### src/rtl/pilha_dados_pkg.sv
// -----------------------------------------------------------------------------
// pilha_dados_pkg
// Shared stack-processor definitions: stack command encodings (also used by
// the control unit), default data-stack geometry and the stack FSM states.
// -----------------------------------------------------------------------------
package pilha_dados_pkg;

    localparam int WIDTH_DEF = 16;
    localparam int DEPTH_DEF = 32;

    // Command codes on the control unit's stack interface.
    typedef enum logic [1:0] {
        CMD_NOP   = 2'b00,
        CMD_PUSH  = 2'b01,
        CMD_POP   = 2'b10,
        CMD_REPL2 = 2'b11   // pop two operands, push the ALU result
    } cmd_e;

    // RUN executes commands; HALT is entered on an illegal command and is
    // left only through reset.
    typedef enum logic {
        RUN  = 1'b0,
        HALT = 1'b1
    } state_e;

endpackage

### src/rtl/pilha_dados_stack_ctl.sv
// -----------------------------------------------------------------------------
// pilha_dados_stack_ctl
// Stack pointer, RUN/HALT FSM and command legality checks for the data stack.
// Kept apart from the storage array so the array can move to block RAM.
//
// Ports:
//   clock   in   system clock, posedge
//   reset   in   synchronous, active-high
//   cmd     in   stack command (cmd_e encoding)
//   wr_en   out  write data_in into the array this edge
//   wr_addr out  array slot written when wr_en is high
//   sp      out  registered stack pointer == number of valid entries
//   ovf     out  sticky overflow flag
//   unf     out  sticky underflow flag
//   halted  out  stack has stopped after an illegal command
// -----------------------------------------------------------------------------
module pilha_dados_stack_ctl
    import pilha_dados_pkg::*;
#(
    parameter int DEPTH = DEPTH_DEF,
    parameter int PW    = $clog2(DEPTH)
) (
    input  logic          clock,
    input  logic          reset,
    input  logic [1:0]    cmd,
    output logic          wr_en,
    output logic [PW-1:0] wr_addr,
    output logic [PW:0]   sp,
    output logic          ovf,
    output logic          unf,
    output logic          halted
);

    localparam logic [PW:0] DEPTH_W = (PW+1)'(DEPTH);
    localparam logic [PW:0] ONE_W   = (PW+1)'(1);
    localparam logic [PW:0] TWO_W   = (PW+1)'(2);

    cmd_e        cmd_op;
    state_e      state_q, state_d;
    logic [PW:0] sp_q, sp_d;
    logic        ovf_q, ovf_d;
    logic        unf_q, unf_d;

    assign cmd_op = cmd_e'(cmd);

    // Legality is judged on the depth before the edge. An illegal command
    // leaves sp untouched, so sp can never wrap.
    always_comb begin
        // NOTE: every output of this block gets a default first, so no path
        // through the case statement can leave a latch behind.
        state_d = state_q;
        sp_d    = sp_q;
        ovf_d   = ovf_q;
        unf_d   = unf_q;
        wr_en   = 1'b0;
        wr_addr = sp_q[PW-1:0];

        if (state_q == RUN && !reset) begin
            case (cmd_op)
                CMD_PUSH: begin
                    if (sp_q < DEPTH_W) begin
                        wr_en = 1'b1;
                        sp_d  = sp_q + ONE_W;
                    end else begin
                        ovf_d   = 1'b1;
                        state_d = HALT;
                    end
                end
                CMD_POP: begin
                    if (sp_q != '0) begin
                        sp_d = sp_q - ONE_W;
                    end else begin
                        unf_d   = 1'b1;
                        state_d = HALT;
                    end
                end
                CMD_REPL2: begin
                    // The result overwrites the lower operand (sp-2); the
                    // upper operand slot becomes free.
                    if (sp_q >= TWO_W) begin
                        wr_en   = 1'b1;
                        wr_addr = sp_q[PW-1:0] - PW'(2);
                        sp_d    = sp_q - ONE_W;
                    end else begin
                        unf_d   = 1'b1;
                        state_d = HALT;
                    end
                end
                default: ;
            endcase
        end
    end

    always_ff @(posedge clock) begin
        // NOTE: sequential state uses non-blocking assignments so every
        // register samples the pre-edge values regardless of block order.
        if (reset) begin
            state_q <= RUN;
            sp_q    <= '0;
            ovf_q   <= 1'b0;
            unf_q   <= 1'b0;
        end else begin
            state_q <= state_d;
            sp_q    <= sp_d;
            ovf_q   <= ovf_d;
            unf_q   <= unf_d;
        end
    end

    assign sp     = sp_q;
    assign ovf    = ovf_q;
    assign unf    = unf_q;
    assign halted = (state_q == HALT);

endmodule

### src/rtl/pilha_dados.sv
// -----------------------------------------------------------------------------
// pilha_dados
// Data stack of the stack processor. Services PUSH / POP / REPL2 from the
// control unit, presents the top two entries combinationally, and latches a
// sticky error and halts on overflow or underflow.
//
// Ports:
//   clock    in   system clock, posedge
//   reset    in   synchronous, active-high; empties the stack, clears errors
//   cmd      in   00 NOP, 01 PUSH, 10 POP, 11 REPL2
//   data_in  in   word for PUSH / REPL2
//   top      out  entry at sp-1, 0 when empty
//   next     out  entry at sp-2, 0 when depth < 2
//   depth    out  number of valid entries, 0..DEPTH
//   empty    out  depth == 0
//   full     out  depth == DEPTH
//   ovf      out  sticky overflow
//   unf      out  sticky underflow
//   halted   out  ovf | unf; commands are ignored while high
// -----------------------------------------------------------------------------
module pilha_dados
    import pilha_dados_pkg::*;
#(
    parameter int WIDTH = WIDTH_DEF,
    parameter int DEPTH = DEPTH_DEF,
    parameter int PW    = $clog2(DEPTH)
) (
    input  logic             clock,
    input  logic             reset,
    input  logic [1:0]       cmd,
    input  logic [WIDTH-1:0] data_in,
    output logic [WIDTH-1:0] top,
    output logic [WIDTH-1:0] next,
    output logic [PW:0]      depth,
    output logic             empty,
    output logic             full,
    output logic             ovf,
    output logic             unf,
    output logic             halted
);

    localparam logic [PW:0] DEPTH_W = (PW+1)'(DEPTH);
    localparam logic [PW:0] TWO_W   = (PW+1)'(2);

    logic [WIDTH-1:0] mem_q [DEPTH];
    logic             wr_en;
    logic [PW-1:0]    wr_addr;
    logic [PW:0]      sp;
    logic [PW-1:0]    top_idx;
    logic [PW-1:0]    next_idx;

    pilha_dados_stack_ctl #(
        .DEPTH (DEPTH),
        .PW    (PW)
    ) u_ctl (
        .clock   (clock),
        .reset   (reset),
        .cmd     (cmd),
        .wr_en   (wr_en),
        .wr_addr (wr_addr),
        .sp      (sp),
        .ovf     (ovf),
        .unf     (unf),
        .halted  (halted)
    );

    // NOTE: the storage array has no reset; stale words are never visible
    // because top/next are masked by sp, and leaving it unreset lets it map
    // onto RAM later.
    always_ff @(posedge clock) begin
        if (wr_en) begin
            mem_q[wr_addr] <= data_in;
        end
    end

    // Modulo-DEPTH index arithmetic: at sp == DEPTH the low bits are 0 and
    // subtracting 1 lands on DEPTH-1, as intended.
    assign top_idx  = sp[PW-1:0] - PW'(1);
    assign next_idx = sp[PW-1:0] - PW'(2);

    assign top   = (sp != '0)    ? mem_q[top_idx]  : '0;
    assign next  = (sp >= TWO_W) ? mem_q[next_idx] : '0;
    assign depth = sp;
    assign empty = (sp == '0);
    assign full  = (sp == DEPTH_W);

endmodule

### config.mk
export PLATFORM = sky130hd
export DESIGN_NAME = pilha_dados
export DESIGN_NICKNAME = d
export VERILOG_FILES = /design/src/rtl/pilha_dados_pkg.sv /design/src/rtl/pilha_dados_stack_ctl.sv /design/src/rtl/pilha_dados.sv
export SDC_FILE = /design/constraint.sdc
export NUM_CORES = 1
export LEC_CHECK = 0
export ABC_AREA = 1
export BUFFER_PORTS_ARGS = -buffer_cell sky130_fd_sc_hd__buf_2
export CELL_PAD_IN_SITES_DETAIL_PLACEMENT = 0
export CELL_PAD_IN_SITES_GLOBAL_PLACEMENT = 2
export CORE_MARGIN = 3
export CORE_UTILIZATION = 35
export DETAILED_ROUTE_END_ITERATION = 8
export PLACE_DENSITY_LB_ADDON = 0.1
export SYNTH_ARGS = -nofsm -noshare
export SYNTH_HDL_FRONTEND = slang
export SYNTH_SLANG_ARGS = --single-unit
export TNS_END_PERCENT = 10
### constraint.sdc
create_clock -name clock -period 4.5 [get_ports clock]
set_clock_uncertainty 0.1 [all_clocks]
set_input_delay 0.9 -clock clock [delete_from_list [all_inputs] [get_ports clock]]
set_output_delay 0.9 -clock clock [all_outputs]
set_load 0.02 [all_outputs]
==> impl_metrics.toml, run 1 <==
[outcome]
status = "complete, no violations"

[synth]
async_flop_share_pct = 0
synth_ff_type = "edfxtp_1"
synth_common_cells = "1059 x nand2_1, 623 x nand3_1, 512 x edfxtp_1"
synth.avg_cell_area_um2 = 8.66
synth_cell_types = 29
ys_seq_area_share_pct = 57.5
netlist_instances = 3122
yosys_warnings = 0
synth_top_cell_area_share_pct = 56.9
ys_top_cells_by_area = "edfxtp_1 57%, nand2_1 15%, nand3_1 12%"
yosysTopAreaCell = "edfxtp_1"
synth_edf_count = 512
synth_nets = 3152
ys_ff_latch = 521
yosysMostFrequentCell = "nand2_1"
syn_area_um2 = 27000

[route]
first_pass_iters = 8
ant_nets = 0
drc = 0
wire_per_inst_um = 24.6
dr.first_iter.drc_count = 2208
vias = 22500
routed_wirelength_mm = 103
detail_route.vias_per_cell = 5.37

[sta]
rsz0062_at_grt = "true"
finalHoldViolations = 0
setup_viol = 0
period_minus_slack_ns = 4.47
fmax_mhz = 224
tns_ns = 0
period_share_pct = 99.3
maxSlewViolCount = 0
slew_headroom_pct = 34.4
worst_slew_pin_slew_ns = 0.984
whs_ns = 0.378

[placement]
dp.cells = 4076
place_congestion = 0.789
hpwl_mm = 61.3
portBuffers = 62

[critical_path]
critPathKind = "reg2out"
rrSetupSlack_ns = 0.95
r2r-start = "u_ctl.sp[2]"
crit_path_cell_trace = "inv_1, ha_1, nand2_1, inv_1, nor2_4, clkinv_2, buf_12, nand2_1, nand2_1, nand2_1, nand2_1, buf_2"
crit_path_end_kind = "output pin"
worstPathMaxFanout = 16
critPathLaunchType = "flip-flop"
crit_top_cell = "nand2_1"
crit_slowest_cell = "dfxtp_1"
path_buf_inv = 5
worst-endpoint-arrival_ns = 3.47
ff2ff_path_depth = 10
cpPeakStageDelay_ns = 0.50
path_delay_family = "buffers and inverters"
cp.required_ns = 3.50
reg2reg_to = "mem_q[30][14]"

[layout]
final_cells = 4196
areaGrowthSynthToFinish_pct = 13.7
drive_gt1_share_pct = 9.83
multi_input_area_um2 = 10100
post-route-util_pct = 40.3
layout.nets = 3145
nFillCells = 7584
seqCellArea_um2 = 15600

[floorplanning]
start_util_pct = 35.5
die_h_um = 284
num_rows = 101
die_area_um2 = 80600
die_w_um = 284
io_pins = 63
core-area_um2 = 76200

[worst_hold_path]
worstHoldEndpoint = "u_ctl.ovf"
worstHoldPathCells = 2
min_from = "u_ctl.ovf"
hold_path_class = "reg2reg"

[clock_tree]
insertion_delay_ns = 0.60
cts_tree = "yes"
cts-root-buf = "clkbuf_16"
cts_made_buffers = 67
numClockSinks = 521
post_cts_buffers = 0
clk_path_buf_depth = 3
clk_pin_slew_ns = 0.06
cts-resized-gates = 0
cts_hold_buf = 0
cts-htree-levels = 3

[pwr]
p_leak_uw = 0.0119
sw_frac_of_total_pct = 37.1
seq_power_share_pct = 33.9
p_switching_uw = 5930
clock_power_share_pct = 34.6
power_density_nw_per_um2 = 519
p_int_uw = 10000
p_total_uw = 16000
max-vdd-ir-drop_uv = 313
p_comb_share_pct = 31.5

[grt]
grt_start_max_net_pins = 184
grtUsageTotal_pct = 25.2
overflow = 0
grt_first_pass_wirelength_mm = 149
first_global_vias = 21200
antenna_found_initial = 10

[job]
max-cap-violations = 0
[stage by stage]
step / setup WS, ns / cell area [um2]
final: 0.0296 / 30700
after CTS: 0.0381 / 30700
after detailed placement: 0.696 / 28500
after global placement: 0.693 / 28500
after global routing: -0.0510 / 30700
after floorplan: 0.936 / 27000
[registers in the layout, indices dropped and copies added (netlist names)]
name and cells:
u_ctl.ovf 1, mem_q 512, u_ctl.halted 1, u_ctl.sp 6, u_ctl.unf 1
[cell type report]
class / instances / share of cell area, %
flip-flops and latches: 521 / 50.6
multi-input cells: 2310 / 33.0
clock buffers: 76 / 5.77
well taps: 1030 / 4.19
repair buffers: 142 / 3.94
clock inverters: 41 / 1.49
inverters: 73 / 0.981
diodes: 3 / 0.0244
[worst max-delay path by stage]
stage	cells after the start	end	slack [ns]	start
finish	12	next[11]	0.03	u_ctl.sp[2]
global route	12	next[11]	-0.05	u_ctl.sp[2]
CTS	10	top[14]	0.04	u_ctl.sp[0]
detailed placement	10	top[14]	0.70	u_ctl.sp[0]
global placement	10	top[14]	0.69	u_ctl.sp[0]
floorplan	16	top[14]	0.94	u_ctl.sp[0]
[cell usage in the layout, fill, tap and decap left out, types with 8 or more instances in the layout]
cell	n
buf_2	62
nand3_1	623
nor2_2	42
a21oi_1	53
buf_12	20
o21ai_0	172
bufinv_16	9
nand2_1	1057
nor2_1	314
nand2_2	8
clkbuf_16	70
inv_1	64
clkinv_2	15
edfxtp_1	512
o211ai_1	15
clkinv_1	14
buf_4	55
[layer usage]
layer	vias to the layer above	wire, um	global-route usage, %
li1	10600	-	-
met4	0	2750	6.50
met5	-	0	0
met1	11000	45900	35.2
met2	817	47800	41.0
met3	171	6710	3.75
[power groups by stage]
stage / clock (uW) / sequential [uW] / combinational [uW]
after global placement: 0 / 5510 / 5010
after floorplan: 0 / 5510 / 2930
after CTS: 5620 / 5410 / 5010
after global routing: 5830 / 5410 / 5450
final: 5510 / 5410 / 5030
after detailed placement: 0 / 5510 / 4990
[worst min-delay path, delay by kind of cell (launching register included)]
family           cells  cell delay (ns)
AO/OA/AOI/OAI        1             0.05
AND/OR/NAND/NOR      1             0.05
flip-flops           1             0.34
[cells by family after synthesis]
| group | Yosys count | synth area share [%] |
|---|---|---|
| AOI/OAI and AO/OA | 245 | 4.73 |
| DFF | 521 | 57.5 |
| xor gates and xnor gates | 5 | 0.231 |
| and+or+nand+nor | 2050 | 31.5 |
| adders and majority gates | 10 | 0.491 |
| buffers and inverters | 291 | 5.47 |
(Power assumes the default switching activity.)
==> run 2: changes to the inputs <==
--- a/config.mk
+++ b/config.mk
@@ -9,6 +9,7 @@
 export BUFFER_PORTS_ARGS = -buffer_cell sky130_fd_sc_hd__buf_2
 export CELL_PAD_IN_SITES_DETAIL_PLACEMENT = 0
 export CELL_PAD_IN_SITES_GLOBAL_PLACEMENT = 2
+export CORE_ASPECT_RATIO = 0.6
 export CORE_MARGIN = 3
 export CORE_UTILIZATION = 35
 export DETAILED_ROUTE_END_ITERATION = 8
==> run 2 against run 1 <==
Effect of this change:
- clock-buffer cell count shrank 9
- core utilization shrank 0.47 points
- global-route usage shrank 0.40 points
==> impl_metrics.toml, run 2 (synthesized netlist as in run 1, its figures left out) <==
[sta]
period_share_pct = 97.2
finalHoldViolations = 0
whs_ns = 0.380
worst_slew_pin_slew_ns = 1.23
fmax_mhz = 229
setup_slack_ns = 0.126
period_minus_slack_ns = 4.37
setup_viol = 0
rsz0062_at_grt = "true"
maxSlewViolCount = 0
slew_headroom_pct = 17.7

[layout]
largest-register = "mem_q"
drive_gt1_share_pct = 9.38
layout.nets = 3141
final_cell_mix = "1057 x nand2_1, 623 x nand3_1, 512 x edfxtp_1"
largest_reg_flops = 512
nFillCells = 7456
layout_commonest_cell = "nand2_1"
areaGrowthSynthToFinish_pct = 12.1
final_cells = 4159

[route]
ant_nets = 0
drc = 0
routed_wirelength_mm = 101
dr.first_iter.drc_count = 2285
vias = 22500
detail_route.vias_per_cell = 5.40
wire_per_inst_um = 24.4
first_pass_iters = 6

[floorplanning]
die_w_um = 365
num_rows = 78
die_area_um2 = 80700
core-area_um2 = 76000
die_h_um = 221
io_pins = 63
start_util_pct = 35.6

[placement]
dp.cells = 4054
post-place-ws_ns = 0.612
hpwl_mm = 59.6
portBuffers = 62
place_congestion = 0.830

[critical_path]
crit_path_end_kind = "output pin"
r2r-start = "u_ctl.sp[1]"
cp.required_ns = 3.50
critPathLaunchType = "flip-flop"
crit_path_start = "u_ctl.sp[0]"
critPathKind = "reg2out"
worstPathMaxFanout = 207
worst-endpoint-arrival_ns = 3.37

[grt]
grt_start_max_net_pins = 218
grtUsageTotal_pct = 24.8
first_global_vias = 20800
grt_first_pass_wirelength_mm = 147
overflow = 0
antenna_found_initial = 3

[clock_tree]
cts-htree-levels = 2
clk_pin_slew_ns = 0.06
clk_path_buf_depth = 3
cts_tree = "yes"
insertion_delay_ns = 0.62
cts-resized-gates = 2
cts_hold_buf = 0
post_cts_buffers = 0
cts-root-buf = "clkbuf_16"
cts_made_buffers = 55
numClockSinks = 521

[job]
max-cap-violations = 0

[pwr]
p_leak_uw = 0.0117
power_density_nw_per_um2 = 500
max-vdd-ir-drop_uv = 289

[outcome]
status = "complete, no violations"

[worst_hold_path]
min_from = "u_ctl.unf"
hold_path_class = "reg2reg"
-- run 2: changes by cell type in the layout (fill, tap and decap cells not counted), moves of 2 or more --
cell and change:
nor2_1 +4, clkinv_8 -2, clkbuf_16 -14, buf_4 +9, clkinv_4 -2, nor2_2 -5, clkbuf_1 +5
-- run 2: stage by stage --
stage / instance area, um2 / utilization [%] / setup TNS (ns) / total power (uW)
2_1_floorplan: 27000 / - / 0 / 8440
3_3_place_gp: 28400 / 37.4 / 0 / 10500
3_5_place_dp: 28400 / 37.4 / 0 / 10500
4_1_cts: 30300 / 39.8 / 0 / 15300
5_1_grt: 30300 / 39.9 / -0.0459 / 15900
6_report: 30300 / 39.9 / 0 / 15100
-- run 2: area by class of cell --
| cell class | instances | area (um2) | share of cell area [%] |
|---|---|---|---|
| multi-input combinational | 2310 | 10100 | 33.4 |
| timing repair buffer | 150 | 1240 | 4.10 |
| clock buffer | 67 | 1440 | 4.76 |
| inverter | 73 | 298 | 0.982 |
| antenna | 3 | 7.51 | 0.0248 |
| clock inverter | 35 | 375 | 1.24 |
| sequential | 521 | 15600 | 51.3 |
| tap | 1000 | 1250 | 4.13 |
-- run 2: worst paths after layout --
kind / end / depth (start not counted) / slack (ns)
worst max register to register: mem_q[31][13] / 9 / 1.16
worst min register to register: u_ctl.unf / 2 / 0.38
worst min-delay path: u_ctl.unf / 2 / 0.38
worst max-delay path: top[11] / 11 / 0.13
-- run 2: critical path: stages, from the launching register on --
cell and delay (ns):
dfxtp_4 0.39, clkinv_8 0.17, buf_16 0.37, nand2_1 0.11
nand3_1 0.14, nand3_1 0.12, nand3_1 0.14, nand2_1 0.08
nand2_1 0.10, nand2_1 0.07, nor2_1 0.33, buf_2 0.25
-- run 2: power by group --
part	internal (uW)	total [uW]	switching (uW)
Combinational	1340	5030	3690
Clock	2730	4710	1980
Sequential	5370	5400	33.0
Total	9440	15100	5710
-- run 2: metal layers --
| metal | GRT usage, % | share of wire, % | wire length, um | vias up |
|---|---|---|---|---|
| li1 | - | - | - | 10600 |
| met1 | 39.2 | 49 | 50200 | 11000 |
| met2 | 35.7 | 42 | 42400 | 792 |
| met3 | 3.24 | 6.7 | 6800 | 140 |
| met4 | 5.60 | 2.1 | 2100 | 0 |
| met5 | 0 | 0 | 0 | - |
